`src/rtl/decode_stage.sv`:
```
// RV32IM decode stage: registered decode, DEPTH-entry record FIFO, flush and halt/drain FSM.
// Optional DECODE_ILLEGAL_TRAP_EN: flag illegal encodings and stop in TRAP after draining.
module decode_stage #(
    parameter int unsigned XLEN   = 32,
    parameter int unsigned DEPTH  = 2,
    parameter int unsigned MUL_EN = 1
) (
    input  logic            clock,
    input  logic            nReset,
    input  logic            in_valid,
    output logic            in_ready,
    input  logic [31:0]     instr,
    input  logic [XLEN-1:0] pc,
    input  logic            flush,
    output logic            out_valid,
    input  logic            out_ready,
    output logic [XLEN-1:0] out_pc,
    output logic [4:0]      rs1,
    output logic [4:0]      rs2,
    output logic [4:0]      rd,
    output logic [XLEN-1:0] imm,
    output logic [3:0]      alu_func,
    output logic [2:0]      wdata_sel,
    output logic [2:0]      op2_immediate,
    output logic            op1_pc,
    output logic            op1_zero,
    output logic            load_control,
    output logic            store_control,
    output logic [2:0]      mem_size,
    output logic            is_branch,
    output logic [2:0]      branch_cond,
    output logic [1:0]      jump_sel,
    output logic [1:0]      mul_mode,
    output logic            illegal,
    output logic            program_done,
    output logic            trap
);
    localparam int unsigned CW = $clog2(DEPTH + 1);
    localparam int unsigned PW = (DEPTH > 1) ? $clog2(DEPTH) : 1;
    localparam logic [31:0] HALT_INSTR = 32'h0000_006F;

    localparam logic [3:0] FADD   = 4'd0;
    localparam logic [3:0] FSUB   = 4'd1;
    localparam logic [3:0] FSLL   = 4'd2;
    localparam logic [3:0] FSLT   = 4'd3;
    localparam logic [3:0] FSLTU  = 4'd4;
    localparam logic [3:0] FXOR   = 4'd5;
    localparam logic [3:0] FSRL   = 4'd6;
    localparam logic [3:0] FSRA   = 4'd7;
    localparam logic [3:0] FOR    = 4'd8;
    localparam logic [3:0] FAND   = 4'd9;
    localparam logic [3:0] FMULT  = 4'd10;
    localparam logic [3:0] FMULTH = 4'd11;
    localparam logic [3:0] FNONE  = 4'd15;

`ifdef DECODE_ILLEGAL_TRAP_EN
    localparam logic TRAP_EN = 1'b1;
`else
    localparam logic TRAP_EN = 1'b0;
`endif

    typedef struct packed {
        logic [XLEN-1:0] pc;
        logic [4:0]      rs1;
        logic [4:0]      rs2;
        logic [4:0]      rd;
        logic [XLEN-1:0] imm;
        logic [3:0]      alu_func;
        logic [2:0]      wdata_sel;
        logic [2:0]      op2_immediate;
        logic            op1_pc;
        logic            op1_zero;
        logic            load_control;
        logic            store_control;
        logic [2:0]      mem_size;
        logic            is_branch;
        logic [2:0]      branch_cond;
        logic [1:0]      jump_sel;
        logic [1:0]      mul_mode;
        logic            illegal;
    } rec_t;

    typedef enum logic [2:0] {S_RUN, S_DRAIN, S_DRAIN_T, S_HALT, S_TRAP} state_t;

    state_t          state_q, state_d;
    logic [CW-1:0]   count_q, count_d;
    logic [PW-1:0]   wr_ptr_q, wr_ptr_d, rd_ptr_q, rd_ptr_d;
    logic            done_q, done_d, trap_q, trap_d;
    rec_t            fifo_q [DEPTH];
    rec_t            fifo_d [DEPTH];
    rec_t            dec, head;
    logic            bad_c, push_c, pop_c, flush_c;

    logic [2:0]      f3;
    logic [6:0]      f7;
    logic [XLEN-1:0] imm_i, imm_s, imm_b, imm_u, imm_j;

    assign f3    = instr[14:12];
    assign f7    = instr[31:25];
    assign imm_i = XLEN'($signed(instr[31:20]));
    assign imm_s = XLEN'($signed({instr[31:25], instr[11:7]}));
    assign imm_b = XLEN'($signed({instr[31], instr[7], instr[30:25], instr[11:8], 1'b0}));
    assign imm_u = XLEN'($signed({instr[31:12], 12'h000}));
    assign imm_j = XLEN'($signed({instr[31], instr[19:12], instr[20], instr[30:21], 1'b0}));

    function automatic logic [3:0] base_alu(input logic [2:0] f);
        case (f)
            3'b000:  return FADD;
            3'b001:  return FSLL;
            3'b010:  return FSLT;
            3'b011:  return FSLTU;
            3'b100:  return FXOR;
            3'b101:  return FSRL;
            3'b110:  return FOR;
            default: return FAND;
        endcase
    endfunction

    function automatic logic [PW-1:0] ptr_inc(input logic [PW-1:0] p);
        return (p == PW'(DEPTH - 1)) ? '0 : p + PW'(1);
    endfunction

    // Instruction decode; any unrecognised encoding collapses to a NOP record.
    always_comb begin
        dec          = '0;
        dec.alu_func = FNONE;
        dec.pc       = pc;
        bad_c        = 1'b0;
        case (instr[6:0])
            7'b0110111, 7'b0010111: begin
                dec.rd            = instr[11:7];
                dec.imm           = imm_u;
                dec.alu_func      = FADD;
                dec.op1_zero      = ~instr[5] ? 1'b0 : 1'b1;
                dec.op1_pc        = ~instr[5];
                dec.op2_immediate = 3'b011;
                dec.wdata_sel     = 3'b001;
            end
            7'b1101111: begin
                dec.rd        = instr[11:7];
                dec.imm       = imm_j;
                dec.jump_sel  = 2'b10;
                dec.wdata_sel = 3'b010;
            end
            7'b1100111: begin
                dec.rs1           = instr[19:15];
                dec.rd            = instr[11:7];
                dec.imm           = imm_i;
                dec.alu_func      = FADD;
                dec.op2_immediate = 3'b001;
                dec.jump_sel      = 2'b11;
                dec.wdata_sel     = 3'b010;
                bad_c             = (f3 != 3'b000);
            end
            7'b1100011: begin
                dec.rs1           = instr[19:15];
                dec.rs2           = instr[24:20];
                dec.imm           = imm_b;
                dec.alu_func      = FADD;
                dec.op1_pc        = 1'b1;
                dec.op2_immediate = 3'b100;
                dec.is_branch     = 1'b1;
                dec.branch_cond   = f3;
                bad_c             = (f3[2:1] == 2'b01);
            end
            7'b0000011: begin
                dec.rs1           = instr[19:15];
                dec.rd            = instr[11:7];
                dec.imm           = imm_i;
                dec.alu_func      = FADD;
                dec.op2_immediate = 3'b001;
                dec.load_control  = 1'b1;
                dec.mem_size      = f3;
                dec.wdata_sel     = 3'b100;
                bad_c             = (f3 == 3'b011) || (f3[2:1] == 2'b11);
            end
            7'b0100011: begin
                dec.rs1           = instr[19:15];
                dec.rs2           = instr[24:20];
                dec.imm           = imm_s;
                dec.alu_func      = FADD;
                dec.op2_immediate = 3'b010;
                dec.store_control = 1'b1;
                dec.mem_size      = f3;
                bad_c             = (f3[2] || f3 == 3'b011);
            end
            7'b0010011: begin
                dec.rs1           = instr[19:15];
                dec.rd            = instr[11:7];
                dec.imm           = imm_i;
                dec.op2_immediate = 3'b001;
                dec.wdata_sel     = 3'b001;
                dec.alu_func      = base_alu(f3);
                if (f3 == 3'b001) bad_c = (f7 != 7'h00);
                else if (f3 == 3'b101) begin
                    if (f7 == 7'h20) dec.alu_func = FSRA;
                    else bad_c = (f7 != 7'h00);
                end
            end
            7'b0110011: begin
                dec.rs1       = instr[19:15];
                dec.rs2       = instr[24:20];
                dec.rd        = instr[11:7];
                dec.wdata_sel = 3'b001;
                if (f7 == 7'h00) dec.alu_func = base_alu(f3);
                else if (f7 == 7'h20 && f3 == 3'b000) dec.alu_func = FSUB;
                else if (f7 == 7'h20 && f3 == 3'b101) dec.alu_func = FSRA;
                else if (f7 == 7'h01 && MUL_EN != 0 && !f3[2]) begin
                    dec.alu_func = (f3 == 3'b000) ? FMULT : FMULTH;
                    dec.mul_mode = f3[1:0];
                end
                else bad_c = 1'b1;
            end
            7'b0001111: ;
            default: bad_c = 1'b1;
        endcase
        if (bad_c) begin
            dec          = '0;
            dec.alu_func = FNONE;
            dec.pc       = pc;
            dec.illegal  = TRAP_EN;
        end
    end

    assign flush_c  = flush && (state_q != S_HALT) && (state_q != S_TRAP);
    assign in_ready = (state_q == S_RUN) && (count_q < CW'(DEPTH)) && !flush;
    assign out_valid = (count_q != '0);
    assign push_c   = in_valid && in_ready;
    assign pop_c    = out_valid && out_ready;

    // FIFO bookkeeping and halt/drain state machine.
    always_comb begin
        state_d  = state_q;
        count_d  = count_q;
        wr_ptr_d = wr_ptr_q;
        rd_ptr_d = rd_ptr_q;
        fifo_d   = fifo_q;
        if (flush_c) begin
            count_d  = '0;
            wr_ptr_d = '0;
            rd_ptr_d = '0;
        end else begin
            if (push_c) begin
                fifo_d[wr_ptr_q] = dec;
                wr_ptr_d         = ptr_inc(wr_ptr_q);
            end
            if (pop_c) rd_ptr_d = ptr_inc(rd_ptr_q);
            count_d = count_q + CW'(push_c) - CW'(pop_c);
        end
        case (state_q)
            S_RUN: begin
                if (push_c && instr == HALT_INSTR) state_d = S_DRAIN;
                else if (push_c && bad_c && TRAP_EN) state_d = S_DRAIN_T;
            end
            S_DRAIN: begin
                if (flush_c) state_d = S_RUN;
                else if (count_q == '0) state_d = S_HALT;
            end
            S_DRAIN_T: begin
                if (flush_c) state_d = S_RUN;
                else if (count_q == '0) state_d = S_TRAP;
            end
            default: ;
        endcase
        done_d = done_q || (state_d == S_HALT);
        trap_d = trap_q || (TRAP_EN && state_d == S_TRAP);
    end

    always_ff @(posedge clock or negedge nReset) begin
        if (!nReset) begin
            state_q  <= S_RUN;
            count_q  <= '0;
            wr_ptr_q <= '0;
            rd_ptr_q <= '0;
            done_q   <= 1'b0;
            trap_q   <= 1'b0;
            for (int unsigned i = 0; i < DEPTH; i++) begin
                fifo_q[i]          <= '0;
                fifo_q[i].alu_func <= FNONE;
            end
        end else begin
            state_q  <= state_d;
            count_q  <= count_d;
            wr_ptr_q <= wr_ptr_d;
            rd_ptr_q <= rd_ptr_d;
            done_q   <= done_d;
            trap_q   <= trap_d;
            fifo_q   <= fifo_d;
        end
    end

    assign head          = fifo_q[rd_ptr_q];
    assign out_pc        = head.pc;
    assign rs1           = head.rs1;
    assign rs2           = head.rs2;
    assign rd            = head.rd;
    assign imm           = head.imm;
    assign alu_func      = head.alu_func;
    assign wdata_sel     = head.wdata_sel;
    assign op2_immediate = head.op2_immediate;
    assign op1_pc        = head.op1_pc;
    assign op1_zero      = head.op1_zero;
    assign load_control  = head.load_control;
    assign store_control = head.store_control;
    assign mem_size      = head.mem_size;
    assign is_branch     = head.is_branch;
    assign branch_cond   = head.branch_cond;
    assign jump_sel      = head.jump_sel;
    assign mul_mode      = head.mul_mode;
    assign illegal       = head.illegal;
    assign program_done  = done_q;
    assign trap          = trap_q;
endmodule

```
`config.mk`:
```
export PLATFORM = sky130hd
export DESIGN_NAME = decode_stage
export DESIGN_NICKNAME = d
export VERILOG_FILES = /design/src/rtl/decode_stage.sv
export SDC_FILE = /design/constraint.sdc
export NUM_CORES = 1
export LEC_CHECK = 0
export BUFFER_PORTS_ARGS = -buffer_cell sky130_fd_sc_hd__buf_2
export CAP_MARGIN = 10
export CORE_MARGIN = 2
export CORE_UTILIZATION = 56
export CTS_CLUSTER_SIZE = 20
export DETAILED_ROUTE_END_ITERATION = 10
export GPL_TIMING_DRIVEN = 0
export PLACE_DENSITY = 0.8
export SYNTH_ARGS = -nofsm -noshare
export SYNTH_HDL_FRONTEND = slang
export SYNTH_SLANG_ARGS = --single-unit
```
`constraint.sdc`:
```
create_clock -name clock -period 2.6 [get_ports clock]
set_input_delay 0.13 -clock clock [delete_from_list [all_inputs] [get_ports clock]]
set_output_delay 0.13 -clock clock [all_outputs]
set_load 0.05 [all_outputs]
```
==> reports/metrics.yaml, run 1 <==
timing:
  relSlewSlack: 0.440
  worst_slew_pin_slew_ps: 819
  clock_skew_ps: 9.13
  rsz0062_at_grt: "no"
  setup_violations: 0
  timing.final.ws_setup_ps: 68.9
  hold_viol: 0
  max_freq_mhz: 395
  fin_crit_sh: 0.973
  finalMaxSlewViolations: 0
  period_needed_ps: 2530
synth:
  synth_commonest_cells: "282 x nand2_1, 202 x dfrtp_1, 117 x mux2_2, 76 x o21ai_0, 42 x clkbuf_1"
  synth_top_area_share: 0.500
  ys.warnings.count: 0
  async_reset_ff_frac: 1.00
  syn_inst: 1015
  avgSynthCellArea_sq_um: 9.97
  synth_area_sq_mm: 0.0101
  ys_ff_latch: 210
  ys.flop_type: "dfrtp_1"
  yosys.cell_count.top_type: "nand2_1"
  synth_edf_count: 0
  ys_types: 59
  ys_seq_area_frac: 0.520
  synth_top_area_cell: "dfrtp_1"
  synth_area_leaders: "dfrtp_1 50%, mux2_2 13%, nand2_1 10%, o21ai_0 3.8%, a22o_1 2.3%"
global_routing:
  grt_pass1_vias: 8783
  top_usage_layer: "met2"
  grtUsageMet1: 0.429
  grt_antenna_before_repair: 0
  gr-total-overflow: 0
  grt_util_met3: 0.0481
  gr-usage-all-layers: 0.306
  grt_pass1_wl_um: 47200
  met2_usage: 0.480
  grt_max_degree: 124
clocking:
  clock_latency_ps: 520
  clockBufferDepth: 3
  cts_tree: "done"
  cts_root_buffer: "clkbuf_16"
  path_clk_slew_ps: 60
  htreeDepth: 1
  cts_buffers: 23
  clock-sinks: 210
power_and_ir_drop:
  switching_share: 0.388
  p_total_mw: 11.9
  p_comb_frac: 0.347
  p_leak_nw: 6.34
  p_per_area_mw_per_mm2: 943
  p_int_mw: 7.28
  p_clk_frac: 0.288
  power_frac_seq: 0.364
  p_switching_mw: 4.61
  peakVddDrop_mv: 0.732
outcome:
  status: "completed"
cells_and_area:
  fillers: 1360
  nets: 1336
  syn_to_final_growth_pct: 24.7
  layout-drive-gt1-share: 0.301
  seqCellArea_sq_mm: 0.00527
  multi_input_area_sq_mm: 0.00445
  layout.cells.non_filler: 1512
place:
  preCtsSetupSlack_ps: 219
  place.gp.congestion: 0.927
  dp_hpwl_um: 19600
  io_buffers: 173
  dp_cells: 1419
routing:
  num_vias: 8960
  ant_nets: 0
  drc: 0
  drt-pass1-iter-count: 5
  drtIter0Drc: 721
  drt-total-wl_um: 29800
  wl_per_cell_um: 19.7
  via_per_inst: 5.93
worst_setup_path:
  cp_max_fo: 10
  worst_path_max_delay_cell: "clkbuf_1"
  max_stage_delay_ps: 560
  start_kind: "flop"
  end_kind: "primary output"
  crit_arrival_ps: 2400
  worst-path-stages: 4
  reg2reg_depth: 7
  worstPathCellList: "clkbuf_2 > clkbuf_1 > mux2_2 > buf_2"
  cp_top_family: "buffers and inverters"
  crit_buf_inv: 3
  crit_type: "reg -> out"
  crit_required_ps: 2470
hold_path:
  min_path_cells: 3
  hold_path.class: "in -> reg"
flow_run:
  drv_cap: 0
floorplan:
  start_util: 0.567
  fp.dieArea_sq_mm: 0.0192
  num_io_pins: 178
  die_w_um: 138
  core_sq_mm: 0.0178
  die_h_um: 138
  num_rows: 49
metal layers:
metal | up-vias | routed length [um]
met5 | - | 0
met1 | 4369 | 12300
li1 | 4023 | -
met4 | 0 | 1300
met2 | 478 | 13800
met3 | 90 | 2440
layout make-up:
type / count / share of cell area
multi-input cells: 723 / 0.353
plain buffers: 75 / 0.0302
clock inverters: 8 / 0.0103
clock buffers: 34 / 0.0529
well taps: 229 / 0.0227
diodes: 1 / 0.000198
flip-flops and latches: 210 / 0.417
inverters: 8 / 0.00238
repair buffers: 224 / 0.111
stage by stage:
stage | setup TNS, ps | util | cell area (sq um) | hold slack, ps
floorplan | 0 | - | 10100 | -166
global route | 0 | 0.707 | 12600 | 17.6
global placement | -424190 | 0.632 | 11300 | 336
CTS | 0 | 0.707 | 12600 | 1.28
detailed placement | 0 | 0.634 | 11300 | 180
finish | 0 | 0.707 | 12600 | 15.5
path summary, 6_finish.rpt:
| path | start | end | slack [ps] |
|---|---|---|---|
| max in group asynchronous | nReset | fifo_q[189]$_DFFE_PN0P_ | 1380 |
| max reg2reg | state_q[2]$_DFF_PN0_ | fifo_q[123]$_DFFE_PN0P_ | 160 |
| min | instr[27] | fifo_q[33]$_DFFE_PN0P_ | 20 |
| min reg2reg | fifo_q[76]$_DFFE_PN0P_ | fifo_q[76]$_DFFE_PN0P_ | 470 |
| max | rd_ptr_q$_DFFE_PN0P_ | rs2[3] | 70 |
| min in group asynchronous | nReset | fifo_q[46]$_DFFE_PN0P_ | 190 |
power by group through the flow:
stage	clock network, mW	registers (mW)	logic, mW
3_3_place_gp	0	4.32	3.94
4_1_cts	3.46	4.31	4.09
3_5_place_dp	0	4.36	3.99
6_report	3.43	4.33	4.13
5_1_grt	3.60	4.40	4.38
2_1_floorplan	0	4.25	3.06
cell families after synthesis:
family | Yosys count | share of synthesized area
other | 1 | 0.000371
adders and majority gates | 2 | 0.00247
buffers and inverters | 83 | 0.0401
AOI/OAI and AO/OA | 190 | 0.127
and+or+nand+nor | 407 | 0.175
xor gates and xnor gates | 5 | 0.00433
DFF | 210 | 0.520
muxes | 117 | 0.130
registers in the layout (all words and copies together), names as in the netlist:
register and flops:
state_q 3, wr_ptr_q 1, fifo_q 202, rd_ptr_q 1, count_q 2, program_done 1
tightest hold or removal path: stages:
cell	delay (ps)
buf_2	150
nand3_1	110
o21ai_0	90
repair_timing:
| item | CTS | global route |
|---|---|---|
| endpoints found under the setup margin | 83 | 18 |
| hold endpoints to repair | 177 | 0 |
| resized for setup | 4 | 3 |
| buffers inserted | 0 | 0 |
| hold buffers | 50 | 0 |
layout by cell type (no fill, tap or decap), drive strengths merged, types with 13 or more instances in the layout:
master	instances
buf	206
a21oi	19
dfrtp	202
nand2	282
o21ai	78
a22o	26
clkbuf	77
a32o	20
nand3	27
dlygate4sd3	50
mux2	117
nor2	38
a21o	13
Power figures use the tool's default switching activity.
==> run 2, diff against run 1 <==
--- a/config.mk
+++ b/config.mk
@@ -12,7 +12,7 @@
 export CTS_CLUSTER_SIZE = 20
 export DETAILED_ROUTE_END_ITERATION = 10
 export GPL_TIMING_DRIVEN = 0
-export PLACE_DENSITY = 0.8
+export PLACE_DENSITY = 0.91
 export SYNTH_ARGS = -nofsm -noshare
 export SYNTH_HDL_FRONTEND = slang
 export SYNTH_SLANG_ARGS = --single-unit
==> run 2 against run 1 <==
  * Wire length increased by 3.7%
  * Count of clock-buffer cells in the layout decreased by 1
  * Sequential share of layout area increased by 0.27 points
  * Design area decreased by 0.65%
  * Sequential power increased by 0.9%
  * Critical path type unchanged
  * Highest routed layer unchanged
==> reports/metrics.yaml, run 2 (synthesis results as in run 1) <==
worst_setup_path:
  r2r-end: "fifo_q[122]$_DFFE_PN0P_"
  crit_required_ps: 2470  # about the same
  r2r_slack_ps: 100  # -60 ps
  cp_max_fo: 10  # unchanged
  start_kind: "flop"
  crit_arrival_ps: 2370  # -30 ps
  reg2reg_depth: 7  # unchanged
  r2r-start: "state_q[2]$_DFF_PN0_"
  end_kind: "primary output"
  crit_type: "reg -> out"
routing:
  drtIter0Drc: 864  # +20%
  drt-total-wl_um: 30900  # +3.7%
  via_per_inst: 6.02  # +1.6%
  drc: 0  # unchanged
  num_vias: 9096  # +1.5%
  wl_per_cell_um: 20.4  # +3.8%
  ant_nets: 0  # unchanged
  drt-pass1-iter-count: 5  # unchanged
place:
  preCtsSetupSlack_ps: 181  # -37.8 ps
  dp_cells: 1419  # unchanged
  dp_hpwl_um: 20600  # +5.0%
  io_buffers: 173  # unchanged
  place.gp.congestion: 0.963  # +3.8%
timing:
  rsz0062_at_grt: "no"
  worst_slew_pin_slew_ps: 815  # -3.80 ps
  timing.final.ws_setup_ps: 95.3  # +26.4 ps
  max_freq_mhz: 399  # +1.1%
  clock_skew_ps: 8.76  # -0.379 ps
  fin_crit_sh: 0.963  # -0.0102
  hold_viol: 0  # unchanged
  relSlewSlack: 0.452  # +0.0121
  period_needed_ps: 2500  # -26.4 ps
  setup_violations: 0  # unchanged
  finalMaxSlewViolations: 0  # unchanged
clocking:
  path_clk_slew_ps: 60  # about the same
  clock-sinks: 210  # unchanged
  clock_latency_ps: 500  # -20 ps
  cts_root_buffer: "clkbuf_16"
  cts_tree: "done"
  cts_buffers: 23  # unchanged
  clockBufferDepth: 3  # unchanged
  htreeDepth: 1  # unchanged
cells_and_area:
  syn_to_final_growth_pct: 23.9
  layout_commonest_cell: "nand2_1"
  largest_reg_flops: 202  # unchanged
  regMostFlops: "fifo_q"
  final_util: 0.703  # -0.00463
  layout-drive-gt1-share: 0.304  # +0.00281
  reg_top3: "fifo_q (202), state_q (3), count_q (2)"
  mostFrequentLayoutCells: "282 x nand2_1, 202 x dfrtp_1, 189 x buf_2"
  nets: 1334  # -0.15%
  layout.cells.non_filler: 1511  # -0.066%
outcome:
  status: "completed"
floorplan:
  num_rows: 49  # unchanged
  die_w_um: 138  # unchanged
  num_io_pins: 178  # unchanged
  fp.dieArea_sq_mm: 0.0192  # unchanged
  die_h_um: 138  # unchanged
  start_util: 0.567  # unchanged
  core_sq_mm: 0.0178  # unchanged
power_and_ir_drop:
  peakVddDrop_mv: 0.818  # +12%
  p_leak_nw: 6.32  # -0.38%
  p_per_area_mw_per_mm2: 931  # -1.2%
global_routing:
  grt_antenna_before_repair: 1  # +1
  grt_pass1_wl_um: 48900  # +3.7%
  grt_max_degree: 127  # +2.4%
  gr-total-overflow: 0  # unchanged
  grt_pass1_vias: 9139  # +4.1%
  gr-usage-all-layers: 0.317  # +0.0106
hold_path:
  min_path_cells: 2  # -1
  hold_path.class: "in -> reg"
  min_from: "instr[20]"
  whs_endpoint: "fifo_q[168]$_DFFE_PN0P_"
flow_run:
  drv_cap: 0  # unchanged
## run 2: changes by cell type in the layout (fill, tap and decap cells not counted), sizes merged
cell	previous run	this run
diode	1	2
dlygate4sd3	50	48
bufinv	3	1
clkinv	2	6
inv	11	9
clkbuf	77	76
clkinvlp	0	1
## run 2: routing by layer
| layer | routed length [um] | part of all wire | GRT usage | vias to the layer above |
|---|---|---|---|---|
| met1 | 12200 | 0.39 | 0.426 | 4435 |
| li1 | - | - | - | 4019 |
| met3 | 2700 | 0.087 | 0.0613 | 114 |
| met2 | 14600 | 0.47 | 0.505 | 528 |
| met5 | 0 | 0 | 0 | - |
| met4 | 1400 | 0.045 | 0.142 | 0 |
## run 2: worst max path at each step
stage,start,endpoint,depth (start not counted)
after global routing,state_q[2]$_DFF_PN0_,fifo_q[122]$_DFFE_PN0P_,7
after detailed placement,state_q[0]$_DFF_PN0_,fifo_q[116]$_DFFE_PN0P_,6
final,rd_ptr_q$_DFFE_PN0P_,out_pc[9],4
after floorplan,rd_ptr_q$_DFFE_PN0P_,op2_immediate[2],4
after CTS,rd_ptr_q$_DFFE_PN0P_,rs1[4],4
after global placement,nReset,fifo_q[57]$_DFFE_PN0P_,1
## run 2: layout make-up
cell class / count / area (sq um)
clock buffer: 33 / 653
inverter: 8 / 30.0
timing repair buffer: 222 / 1380
clock inverter: 9 / 76.3
multi-input combinational: 723 / 4450
fill: 1298 / 5310
antenna: 2 / 5.00
buffer: 75 / 387
tap: 229 / 287
sequential: 210 / 5270
## run 2: repair_timing
action                                  CTS  global route
resized for setup                         5             8
hold buffers                             48             0
endpoints found under the setup margin   83            12
endpoints found under the hold margin   177             0
setup buffers                             0             0
## run 2: report_power, final
part	total [mW]	leakage (nW)	internal, mW	switching [mW]
combinational	4.17	3.17	1.23	2.94
sequential	4.37	2.79	3.97	0.401
clock	3.13	0.362	1.85	1.28
total	11.7	6.32	7.05	4.63
## run 2: critical path, stage by stage (launching register included)
cell and delay, ps:
dfrtp_1 380, clkbuf_2 310, clkbuf_1 530, mux2_2 420, buf_2 210
## run 2: per-stage QoR
step	hold slack (ps)	total power [mW]	setup TNS [ps]	cell area (sq um)
after global placement	336	8.24	-387320	11300
after detailed placement	160	8.39	0	11300
after CTS	6.29	11.6	0	12500
final	20.8	11.7	0	12500
after global routing	22.4	12.1	0	12500
after floorplan	-166	7.31	0	10100
==> run 3, diff against run 2 <==
--- a/config.mk
+++ b/config.mk
@@ -7,7 +7,7 @@
 export LEC_CHECK = 0
 export BUFFER_PORTS_ARGS = -buffer_cell sky130_fd_sc_hd__buf_2
 export CAP_MARGIN = 10
-export CORE_MARGIN = 2
+export CORE_MARGIN = 10
 export CORE_UTILIZATION = 56
 export CTS_CLUSTER_SIZE = 20
 export DETAILED_ROUTE_END_ITERATION = 10
==> constraint.sdc (replaced) <==
create_clock -name clock -period 2.8 [get_ports clock]
set_input_delay 0.14 -clock clock [delete_from_list [all_inputs] [get_ports clock]]
set_output_delay 0.14 -clock clock [all_outputs]
set_load 0.05 [all_outputs]
==> run 3 against run 2 <==
  * Combinational power down 7.0%
  * Sequential cell count unchanged
  * Die area up 24%
  * Largest power group unchanged
  * Wire length up 5.0%
  * Register-to-register slack better by 100 ps
  * Core utilization about the same
  * Count of clock-buffer cells in the layout down 2
  * Design area about the same
  * Power down 5.9%
==> reports/metrics.yaml, run 3 (synthesis results as in run 1) <==
power_and_ir_drop:
  p_clk_frac: 0.276  # +0.008
  p_switching_mw: 4.32  # -6.6%
  p_total_mw: 11.0  # -5.9%
  switching_share: 0.393  # -0.00276
  p_leak_nw: 6.32  # about the same
  power_frac_seq: 0.370  # -0.004
  p_int_mw: 6.67  # -5.5%
  p_per_area_mw_per_mm2: 877  # -5.9%
  peakVddDrop_mv: 0.787  # -3.7%
  p_comb_frac: 0.354  # -0.004
cells_and_area:
  nets: 1332  # -0.15%
  syn_to_final_growth_pct: 23.9  # about the same
  regMostFlops: "fifo_q"
  fillers: 1252  # -3.5%
  antennaDiodeCount: 0  # -2
  seqCellArea_sq_mm: 0.00527  # unchanged
  layout_commonest_cell: "nand2_1"
  reg_top3: "fifo_q (202), state_q (3), count_q (2)"
  largest_reg_flops: 202  # unchanged
  layout-drive-gt1-share: 0.302  # -0.00218
  mostFrequentLayoutCells: "282 x nand2_1, 202 x dfrtp_1, 189 x buf_2"
  multi_input_area_sq_mm: 0.00445  # unchanged
  final_util: 0.703  # about the same
timing:
  fin_crit_sh: 0.963
  finalMaxSlewViolations: 0  # unchanged
  timing.final.ws_setup_ps: 103  # +7.32 ps
  hold_viol: 0  # unchanged
  worst_slew_pin_slew_ps: 803  # -12.0 ps
  clock_skew_ps: 16.6  # +7.88 ps
  max_freq_mhz: 371
  setup_violations: 0  # unchanged
  tns_ps: 0  # unchanged
  rsz0062_at_grt: "no"
  period_needed_ps: 2700
  relSlewSlack: 0.465  # +0.0125
worst_setup_path:
  worst_path_max_delay_cell: "dfrtp_1"
  worstPathCellList: "clkbuf_1 > mux2_2 > buf_2"
  crit_required_ps: 2660  # +190 ps
  crit_arrival_ps: 2560  # +190 ps
  end_kind: "primary output"
  cp_max_fo: 12  # +2
  crit_type: "reg -> out"
  crit_buf_inv: 2  # -1
  cp_top_family: "buffers and inverters"
  start_kind: "flop"
  max_stage_delay_ps: 730  # +200 ps
routing:
  via_per_inst: 6.08  # +1.1%
  drtIter0Drc: 864  # unchanged
  drt-total-wl_um: 32400  # +5.0%
  ant_nets: 0  # unchanged
  drc: 0  # unchanged
  wl_per_cell_um: 21.6  # +5.4%
  drt-pass1-iter-count: 5  # unchanged
  num_vias: 9156  # +0.66%
global_routing:
  grt_antenna_before_repair: 0  # -1
  grt_pass1_wl_um: 51200  # +4.7%
  grt_max_degree: 108  # -15%
  gr-usage-all-layers: 0.262  # -0.0546
  grt_pass1_vias: 9532  # +4.3%
  gr-total-overflow: 0  # unchanged
clocking:
  post_cts_buffers: 0  # unchanged
  htreeDepth: 1  # unchanged
  cts_root_buffer: "clkbuf_16"
  cts_tree: "done"
  clock_latency_ps: 500  # about the same
  clock-sinks: 210  # unchanged
  clockBufferDepth: 3  # unchanged
  path_clk_slew_ps: 70  # about the same
  cts_buffers: 23  # unchanged
floorplan:
  num_io_pins: 178  # unchanged
  num_rows: 49  # unchanged
  fp.dieArea_sq_mm: 0.0238  # +24%
  core_sq_mm: 0.0178  # unchanged
  die_w_um: 154  # +12%
  start_util: 0.567  # unchanged
  die_h_um: 154  # +12%
place:
  place.gp.congestion: 0.994  # +3.3%
  preCtsSetupSlack_ps: 337  # +156 ps
  io_buffers: 173  # unchanged
  dp_hpwl_um: 21800  # +5.5%
flow_run:
  drv_cap: 0  # unchanged
outcome:
  status: "completed"
hold_path:
  hold_path.class: "in -> reg"
## run 3: cell type report
cell class                 count  share of cell area
tap                          229              0.0229
buffer                        74              0.0303
clock inverter                 9             0.00988
inverter                       8             0.00240
multi-input combinational    723               0.355
clock buffer                  31              0.0499
timing repair buffer         221               0.110
sequential                   210               0.420
## run 3: metrics by stage
stage	cells	hold WS [ps]	area, sq um
2_1_floorplan	1016	-156	10100
3_3_place_gp	1418	346	11300
3_5_place_dp	1419	248	11300
4_1_cts	1506	2.08	12500
5_1_grt	1505	3.46	12500
6_report	1505	18.4	12500
## run 3: path summary, 6_finish.rpt
check / startpoint / to / slack, ps / depth (start not counted)
hold / removal: instr[23] / fifo_q[66]$_DFFE_PN0P_ / 20 / 2
max in group asynchronous: nReset / fifo_q[63]$_DFFE_PN0P_ / 1510 / 3
min in group asynchronous: nReset / fifo_q[180]$_DFFE_PN0P_ / 290 / 2
setup / recovery: rd_ptr_q$_DFFE_PN0P_ / jump_sel[0] / 100 / 3
hold reg to reg: program_done$_DFF_PN0_ / program_done$_DFF_PN0_ / 460 / 1
setup reg to reg: state_q[2]$_DFF_PN0_ / fifo_q[112]$_DFFE_PN0P_ / 200 / 6
## run 3: power groups by stage
stage / logic (mW) / clock network [mW] / registers [mW]
after floorplan: 2.84 / 0 / 3.95
after global placement: 3.68 / 0 / 4.01
after detailed placement: 3.76 / 0 / 4.06
after CTS: 3.85 / 3.05 / 4.02
after global routing: 4.12 / 3.17 / 4.13
final: 3.88 / 3.04 / 4.07
## run 3: per-layer routing
layer / track usage / up-vias / part of all wire
li1: - / 3999 / -
met2: 0.418 / 601 / 0.46
met3: 0.0715 / 169 / 0.10
met1: 0.314 / 4387 / 0.38
met5: 0 / - / 0
met4: 0.150 / 0 / 0.062
## run 3: repair_timing
item / in CTS / in global routing
gates resized for setup: 4 / 6
endpoints found under the setup margin: 25 / 37
hold endpoints to repair: 193 / 0
hold buffers: 47 / 0
pin swaps: 0 / 0
